**src/rtl/fetch_sequencer_pkg.sv**
```systemverilog
// Shared definitions for the fetch/PC-sequencing stage: state encoding,
// opcode values for decode and benches, and width/increment constants.
package fetch_sequencer_pkg;

  typedef enum logic [1:0] {
    ST_FETCH  = 2'd0,
    ST_EXEC   = 2'd1,
    ST_HALTED = 2'd2
  } state_t;

  localparam int INSTR_W = 32;
  localparam logic [31:0] PC_INC = 32'd4;

  localparam logic [6:0] OP_R    = 7'b0110011;
  localparam logic [6:0] OP_I    = 7'b0010011;
  localparam logic [6:0] OP_LW   = 7'b0000011;
  localparam logic [6:0] OP_SW   = 7'b0100011;
  localparam logic [6:0] OP_B    = 7'b1100011;
  localparam logic [6:0] OP_JAL  = 7'b1101111;
  localparam logic [6:0] OP_JALR = 7'b1100111;
  localparam logic [6:0] OP_HALT = 7'b1111111;

  function automatic logic is_misaligned(input logic [31:0] addr);
    return (addr[1:0] != 2'b00);
  endfunction

endpackage

```
**src/rtl/fetch_sequencer_next_pc.sv**
```systemverilog
// Combinational next-PC selection: sequential, PC-relative branch/JAL,
// or register-indirect JALR target, with word-alignment detection.
module next_pc_calc
  import fetch_sequencer_pkg::*;
(
  input  logic [31:0] pc,
  input  logic        br,
  input  logic        pc_to_reg,
  input  logic        alu_to_pc,
  input  logic        br_cond,
  input  logic [31:0] imm,
  input  logic [31:0] alu_result,
  output logic [31:0] pc_plus4,
  output logic [31:0] next_pc,
  output logic        misaligned
);

  logic        taken;
  logic [31:0] target;

  // Select the candidate PC; JAL/JALR are taken regardless of the comparator.
  always_comb begin
    pc_plus4 = pc + PC_INC;
    taken    = br & (pc_to_reg | br_cond);
    if (alu_to_pc) begin
      target = alu_result & 32'hFFFF_FFFE;
    end else begin
      target = pc + imm;
    end
    if (taken) begin
      next_pc = target;
    end else begin
      next_pc = pc_plus4;
    end
    misaligned = is_misaligned(next_pc);
  end

endmodule

```
**src/rtl/fetch_sequencer.sv**
```systemverilog
// Instruction-fetch and PC-sequencing stage: fetches over req/ack, presents
// the instruction for one EXEC cycle, then commits the next PC.
module fetch_sequencer
  import fetch_sequencer_pkg::*;
#(
  parameter logic [31:0] RESET_PC    = 32'h0000_0000,
  parameter int          ACK_TIMEOUT = 16,
  parameter int          CNT_W       = 32
) (
  input  logic               clk,
  input  logic               rst,
  output logic               imem_req,
  output logic [31:0]        imem_addr,
  input  logic               imem_ack,
  input  logic [31:0]        imem_rdata,
  output logic [INSTR_W-1:0] instr,
  output logic               instr_valid,
  output logic [31:0]        pc,
  output logic [31:0]        pc_plus4,
  input  logic               br,
  input  logic               pc_to_reg,
  input  logic               alu_to_pc,
  input  logic               halt,
  input  logic               br_cond,
  input  logic [31:0]        imm,
  input  logic [31:0]        alu_result,
  output logic               halted,
  output logic               fault,
  output logic [CNT_W-1:0]   retired
);

  localparam int TO_W = $clog2(ACK_TIMEOUT + 1);

  state_t          state;
  state_t          state_next;
  logic [TO_W-1:0] to_cnt;
  logic            to_expire;
  logic [31:0]     next_pc;
  logic            misaligned;
  logic [CNT_W-1:0] retired_inc;

  next_pc_calc u_next_pc (
    .pc         (pc),
    .br         (br),
    .pc_to_reg  (pc_to_reg),
    .alu_to_pc  (alu_to_pc),
    .br_cond    (br_cond),
    .imm        (imm),
    .alu_result (alu_result),
    .pc_plus4   (pc_plus4),
    .next_pc    (next_pc),
    .misaligned (misaligned)
  );

  assign to_expire   = (to_cnt == TO_W'(ACK_TIMEOUT - 1));
  assign retired_inc = (retired == {CNT_W{1'b1}}) ? retired : retired + CNT_W'(1);
  assign imem_addr   = pc;

  // State register.
  always_ff @(posedge clk) begin
    if (rst) begin
      state <= ST_FETCH;
    end else begin
      state <= state_next;
    end
  end

  // Next-state and handshake outputs; decode inputs are only looked at in EXEC.
  always_comb begin
    state_next  = state;
    imem_req    = 1'b0;
    instr_valid = 1'b0;
    case (state)
      ST_FETCH: begin
        imem_req = 1'b1;
        if (imem_ack) begin
          state_next = ST_EXEC;
        end else if (to_expire) begin
          state_next = ST_HALTED;
        end else begin
          state_next = ST_FETCH;
        end
      end
      ST_EXEC: begin
        instr_valid = 1'b1;
        if (halt || misaligned) begin
          state_next = ST_HALTED;
        end else begin
          state_next = ST_FETCH;
        end
      end
      ST_HALTED: state_next = ST_HALTED;
      default:   state_next = ST_FETCH;
    endcase
  end

  // Architectural state: PC, latched instruction, sticky flags, retire count.
  always_ff @(posedge clk) begin
    if (rst) begin
      pc      <= RESET_PC;
      instr   <= '0;
      halted  <= 1'b0;
      fault   <= 1'b0;
      retired <= '0;
      to_cnt  <= '0;
    end else begin
      case (state)
        ST_FETCH: begin
          if (imem_ack) begin
            instr <= imem_rdata;
          end else begin
            to_cnt <= to_cnt + TO_W'(1);
            if (to_expire) begin
              fault  <= 1'b1;
              halted <= 1'b1;
            end
          end
        end
        ST_EXEC: begin
          if (halt) begin
            halted  <= 1'b1;
            retired <= retired_inc;
          end else if (misaligned) begin
            fault  <= 1'b1;
            halted <= 1'b1;
          end else begin
            pc      <= next_pc;
            retired <= retired_inc;
            to_cnt  <= '0;
          end
        end
        default: begin
        end
      endcase
    end
  end

endmodule

```
**config.mk**
```make
export PLATFORM = sky130hd
export DESIGN_NAME = fetch_sequencer
export DESIGN_NICKNAME = d
export VERILOG_FILES = /design/src/rtl/fetch_sequencer_pkg.sv /design/src/rtl/fetch_sequencer_next_pc.sv /design/src/rtl/fetch_sequencer.sv
export SDC_FILE = /design/constraint.sdc
export NUM_CORES = 1
export LEC_CHECK = 0
export CAP_MARGIN = 10
export CORE_MARGIN = 5
export CORE_UTILIZATION = 40
export DETAILED_ROUTE_END_ITERATION = 6
export PLACE_DENSITY_LB_ADDON = 0.12
export SLEW_MARGIN = 5
export SYNTH_ARGS = -nofsm -noshare
export SYNTH_HDL_FRONTEND = slang
export SYNTH_HIERARCHICAL = 1
export SYNTH_SLANG_ARGS = --single-unit
```
**constraint.sdc**
```tcl
create_clock -name clk -period 4.7 [get_ports clk]
set_clock_uncertainty 0.05 [all_clocks]
set_input_delay 1.41 -clock clk [delete_from_list [all_inputs] [get_ports clk]]
set_output_delay 1.41 -clock clk [all_outputs]
set_load 0.005 [all_outputs]
```
==> impl_metrics.toml, run 1 <==
[outcome]
status = "complete, no violations"

[die]
rows = 49
io_pins = 268
dieArea_um2 = 21100
fp.dieW_um = 145
core_area_um2 = 18000
die_y_um = 145
start_util = 0.406

[cells_and_area]
area_growth_pct = 41.6
layout.nets = 1379
drive_gt1_frac = 0.0595

[run]
max_cap_viol_count = 0

[sta]
min_period_over_period = 0.951
tightest_slew_ns = 1.07
hold_violations = 0
slew_viol_final = 0
fin_tns_setup_ns = 0
max_freq_mhz = 224
setup_viol = 0
layout_min_cycle_time_ns = 4.47
rsz0062_at_grt = "no"
hold_slack_ns = 0.404
slew_headroom = 0.282

[synth]
ys.flop_type = "dfxtp_1"
synth_top_family_by_area = "simple AND/OR/NAND/NOR gates"
synth-simple-area-share = 0.289
synthCells = 1013
syn_area_per_cell_um2 = 7.23
synthArstFlopShare = 0
synth.distinct_cells = 64
synth_seq_area_share = 0.287
muxShareOfSynthArea = 0.0144
syn_nets = 1153
synth_fa_ha_area_frac = 0.0625
synth_warnings = 6
synth_xor_area_frac = 0.0658
synth.ff_latch_count = 105
synth_compound_gate_area_share = 0.215
netlist_area_um2 = 7320
synth-edff-count = 0

[critical_path]
cp_cell_sequence = "and3_1 > nand3_1 > or3_1 > nor2_1 > nand4_1 > xnor2_1 > clkdlybuf4s50_1"
crit_arrival_ns = 3.01
max_stage_delay_ns = 0.57
critPathMaxFanout = 9
crit_family = "simple AND/OR/NAND/NOR gates"
endpoint_kind = "output port"
start_kind = "flip-flop"
crit_type = "reg -> out"
critPathRequiredTime_ns = 3.24
cpMaxStageDelayCell = "clkdlybuf4s50_1"
r2r_slack_ns = 1.38
critPathBufInv = 1

[global_routing]
grt_pass1_wl_um = 38300
grt_pass1_vias = 7571
grt_max_degree = 84
grt.overflow.total = 0
grtUsageTotal = 0.213
antenna_found_initial = 2

[power_and_ir_drop]
power_leakage_nw = 3.84
powerDensity_nw_per_um2 = 212
power_frac_clock = 0.364
seqPwrFrac = 0.429
p_switching_mw = 0.645
pwr-share-comb = 0.207
ir_worst_vdd_mv = 0.188
swShare = 0.294
internal-power_mw = 1.55

[routing]
wl_met3_um = 1760
dr.pass1.iters = 5
drc = 0
routed_via_density = 5.35
maxUsedRoutingLayer = "met5"
met1_length_um = 10100
detail_route.wl_per_cell_um = 16.1
wl_met2_um = 11500
drt_iter0_drc = 376
num_vias = 7884
antenna_left = 0
totalWireLength_um = 23800

[clock_network]
clock_latency_ns = 0.36
post_cts_buffers = 0
holdBufCountCts = 0
clockRootBuffer = "clkbuf_16"
cts.htree.levels = 3
cts_tree = "yes"
path_clk_slew_ns = 0.08
clockBufferDepth = 2
numCtsBuffers = 9
cts_num_sinks = 105

[min_path]
worstHoldPathType = "reg -> reg"

[placed_design]
io_buffers = 266
gp_congestion = 0.888
dpl.hpwl_um = 17700
-- per-layer routing --
layer  up-vias  GRT usage
met2       222      0.367
met1      3633      0.259
li1       4001          -
met3        26     0.0645
met5         -          0
met4         2     0.0578
-- tightest hold or removal path, delay by kind of cell, from the launching register on --
kind               cells  cell delay (ns)
DFF                    1             0.31
and+or+nand+nor        1             0.05
AOI/OAI and AO/OA      1             0.05
-- layout by cell type (no fill, tap or decap), drive strengths merged, types with 9 or more instances in the layout --
master	instances
inv	20
or3	27
a21oi	143
nand4	18
clkbuf	10
or4	11
clkdlybuf4s50	265
nand2	206
dfxtp	105
o31ai	12
buf	29
nor3	18
and3	21
xor2	17
nor2	68
a21o	11
a31oi	17
nand3	32
ha	35
xnor2	38
a211oi	9
o21ai	48
-- sequential cells by signal, indices dropped and copies added (netlist names) --
name       count
fault          1
halted         1
state          2
imem_addr     32
to_cnt         5
instr         32
retired       32
-- layout make-up --
type / count / area [um^2]
multi-input combinational: 813 / 4740
tap: 229 / 287
antenna: 2 / 5.00
timing repair buffer: 294 / 2870
clock buffer: 10 / 239
clock inverter: 6 / 65.1
inverter: 16 / 60.1
fill: 1810 / 7650
sequential: 105 / 2100
-- power by group through the flow --
stage               combinational, mW  sequential (mW)  clock [mW]
finish                          0.455            0.941       0.798
global route                    0.499            0.947       0.857
CTS                             0.457            0.942       0.826
detailed placement              0.454            0.963           0
global placement                0.454            0.961           0
floorplan                       0.227            0.963           0
-- cell usage after synthesis (7+ instances only) --
cell      count  area (um^2)
dfxtp_1     105         2100
nand3_1      32          160
and3_1       21          131
o21ai_1       7         35.0
o31ai_1      12         90.1
or4_1        11         82.6
o21ai_0      41          205
nor2_1       68          255
nor2b_1       8         50.1
or3_1        19          119
nand2_1     206          773
xnor2_1      38          333
nor3_1       16         80.1
a211oi_1      7         52.6
a21oi_1     142          711
ha_1         35          438
clkbuf_1     37          139
buf_4        34          255
a21o_1       11         82.6
nand4_1      18          113
xor2_1       17          149
or3_2         8         60.1
a31oi_1      17          106
inv_1        16         60.1
-- worst paths after layout --
check,from,to,cells past startpoint
hold / removal,instr[1],instr[1],2
setup / recovery,imem_addr[4],pc_plus4[31],7
hold reg to reg,instr[1],instr[1],2
setup reg to reg,imem_addr[0],retired[22],10
-- timing repair --
item,4_1_cts,5_1_grt
endpoints found under the hold margin,0,0
setup endpoints to repair,0,1
gates resized for setup,0,1
-- stage by stage --
| step | utilization | cell area, um^2 | instances | setup WS [ns] | power [mW] |
|---|---|---|---|---|---|
| floorplan | - | 7320 | 1013 | 0.719 | 1.19 |
| global placement | 0.558 | 10100 | 1457 | 0.0731 | 1.41 |
| detailed placement | 0.558 | 10100 | 1457 | 0.0169 | 1.42 |
| CTS | 0.575 | 10400 | 1473 | 0.0891 | 2.23 |
| global route | 0.575 | 10400 | 1474 | 0.0241 | 2.30 |
| finish | 0.575 | 10400 | 1475 | 0.229 | 2.19 |
-- kinds of logic after synthesis --
group | after synthesis
simple gates | 442
fa+ha+maj | 36
mux | 10
compound gates | 270
flops | 105
xor+xnor | 55
buf+inv | 95
Note: power is estimated with default switching activity, not from simulation.
==> inputs of run 2 (changes only) <==
--- a/config.mk
+++ b/config.mk
@@ -5,12 +5,12 @@
 export SDC_FILE = /design/constraint.sdc
 export NUM_CORES = 1
 export LEC_CHECK = 0
-export CAP_MARGIN = 10
+export CAP_MARGIN = 20
 export CORE_MARGIN = 5
 export CORE_UTILIZATION = 40
 export DETAILED_ROUTE_END_ITERATION = 6
 export PLACE_DENSITY_LB_ADDON = 0.12
-export SLEW_MARGIN = 5
+export SLEW_MARGIN = 20
 export SYNTH_ARGS = -nofsm -noshare
 export SYNTH_HDL_FRONTEND = slang
 export SYNTH_HIERARCHICAL = 1
==> impl_metrics.toml, run 2 (synthesis gave the netlist of run 1 again) <==
[global_routing]
use_met3 = 0.0645
grt.overflow.total = 0
gr-usage-met2 = 0.367
busiest_layer = "met2"
grt_max_degree = 84
grtUsageTotal = 0.213
antenna_found_initial = 2
met1_usage = 0.259
grt_pass1_vias = 7571
grt_pass1_wl_um = 38300

[critical_path]
crit_type = "reg -> out"
critPathMaxFanout = 7
start_kind = "flip-flop"
rr_startpoint = "imem_addr[0]"
endpoint_kind = "output port"
cpMaxStageDelayCell = "clkdlybuf4s50_1"
cp_cell_sequence = "and3_1 > nand3_1 > or3_1 > nor2_1 > nand4_1 > xnor2_1 > clkdlybuf4s50_1"
max_stage_delay_ns = 0.57
critPathRequiredTime_ns = 3.24
timing.rr.end = "retired[22]"
r2r_slack_ns = 1.37
crit_arrival_ns = 3.03
ff2ff_path_depth = 10

[clock_network]
holdBufCountCts = 0
cts.htree.levels = 3
path_clk_slew_ns = 0.07
cts_num_sinks = 105
clockBufferDepth = 2
numCtsBuffers = 9
cts_tree = "yes"
clockRootBuffer = "clkbuf_16"
clock_latency_ns = 0.36

[min_path]
worstHoldPathType = "reg -> reg"
hold_path_startpoint = "instr[1]"
holdPathEnd = "instr[1]"
holdPathStages = 2

[power_and_ir_drop]
total_power_mw = 2.19
powerDensity_nw_per_um2 = 211
power_leakage_nw = 3.84
ir_worst_vdd_mv = 0.188

[sta]
min_period_over_period = 0.955
setup_viol = 0
slew_headroom = 0.392
rsz0062_at_grt = "no"
tightest_slew_ns = 0.913
max_freq_mhz = 223
fin_tns_setup_ns = 0
slew_viol_final = 0
layout_min_cycle_time_ns = 4.49
setup_slack_ns = 0.214
hold_violations = 0

[routing]
drt_iter0_drc = 369
totalWireLength_um = 23800
detail_route.wl_per_cell_um = 16.1
antenna_left = 0
routed_via_density = 5.32
drc = 0
dr.pass1.iters = 5
num_vias = 7845

[outcome]
status = "complete, no violations"

[placed_design]
dpl.hpwl_um = 17700
io_buffers = 266
pre_cts_slack_ns = 0.0169
gp_congestion = 0.888

[cells_and_area]
most-common-layout-cells = "265 x clkdlybuf4s50_1, 205 x nand2_1, 142 x a21oi_1"
layout.nets = 1380
area_growth_pct = 41.8
fillerInstances = 1806
drive_gt1_frac = 0.0610
final_common_cell = "clkdlybuf4s50_1"

[die]
die_y_um = 145
core_area_um2 = 18000
dieArea_um2 = 21100
start_util = 0.406
fp.dieW_um = 145
rows = 49
io_pins = 268

[run]
max_cap_viol_count = 0
## run 2: cell count changes in the layout (fill, tap and decap cells not counted)
cell	before	now
buf_6	0	1
nand2_1	206	205
nand2_2	0	1
## run 2: repair_timing
| item | CTS | global route |
|---|---|---|
| setup endpoints to repair | 0 | 1 |
| buffers inserted | 0 | 0 |
| gates resized for setup | 0 | 1 |
| endpoints found under the hold margin | 0 | 0 |
## run 2: report_power, final
group | internal [mW] | total (mW) | switching, mW
Combinational | 0.239 | 0.455 | 0.217
Sequential | 0.918 | 0.941 | 0.0237
Clock | 0.393 | 0.797 | 0.404
Total | 1.55 | 2.19 | 0.644
## run 2: worst max path at each step
stage	cells after the start	from	slack (ns)	to
after floorplan	10	imm[0]	0.72	retired[22]
after global placement	11	imm[0]	0.07	retired[23]
after detailed placement	11	imm[0]	0.02	retired[22]
after CTS	7	imem_addr[4]	0.09	pc_plus4[30]
after global routing	7	imem_addr[4]	0.02	pc_plus4[30]
final	7	imem_addr[8]	0.21	pc_plus4[31]
## run 2: stage by stage
step / std cells / hold WS (ns) / area (um^2) / utilization
2_1_floorplan: 1013 / 0.403 / 7320 / -
3_3_place_gp: 1457 / 0.391 / 10100 / 0.558
3_5_place_dp: 1457 / 0.396 / 10100 / 0.558
4_1_cts: 1473 / 0.407 / 10400 / 0.575
5_1_grt: 1475 / 0.417 / 10400 / 0.576
6_report: 1476 / 0.404 / 10400 / 0.576
## run 2: area by class of cell
class,count,area (um^2),share of cell area
multi-input cells,813,4750,0.457
repair buffers,295,2880,0.277
clock inverters,6,65.1,0.00627
diodes,2,5.00,0.000482
inverters,16,60.1,0.00578
well taps,229,287,0.0276
clock buffers,10,239,0.0230
flip-flops and latches,105,2100,0.202
## run 2: worst max-delay path, delay by kind of cell, from the launching register on
| family | cells | cell delay (ns) |
|---|---|---|
| DFF | 1 | 0.49 |
| xor gates and xnor gates | 1 | 0.30 |
| buffers and inverters | 1 | 0.57 |
| and+or+nand+nor | 5 | 1.32 |
## run 2: metal layers
layer,up-vias,share of wire
li1,3996,-
met1,3591,0.42
met2,228,0.48
met3,28,0.074
met4,2,0.019
met5,-,0.00084
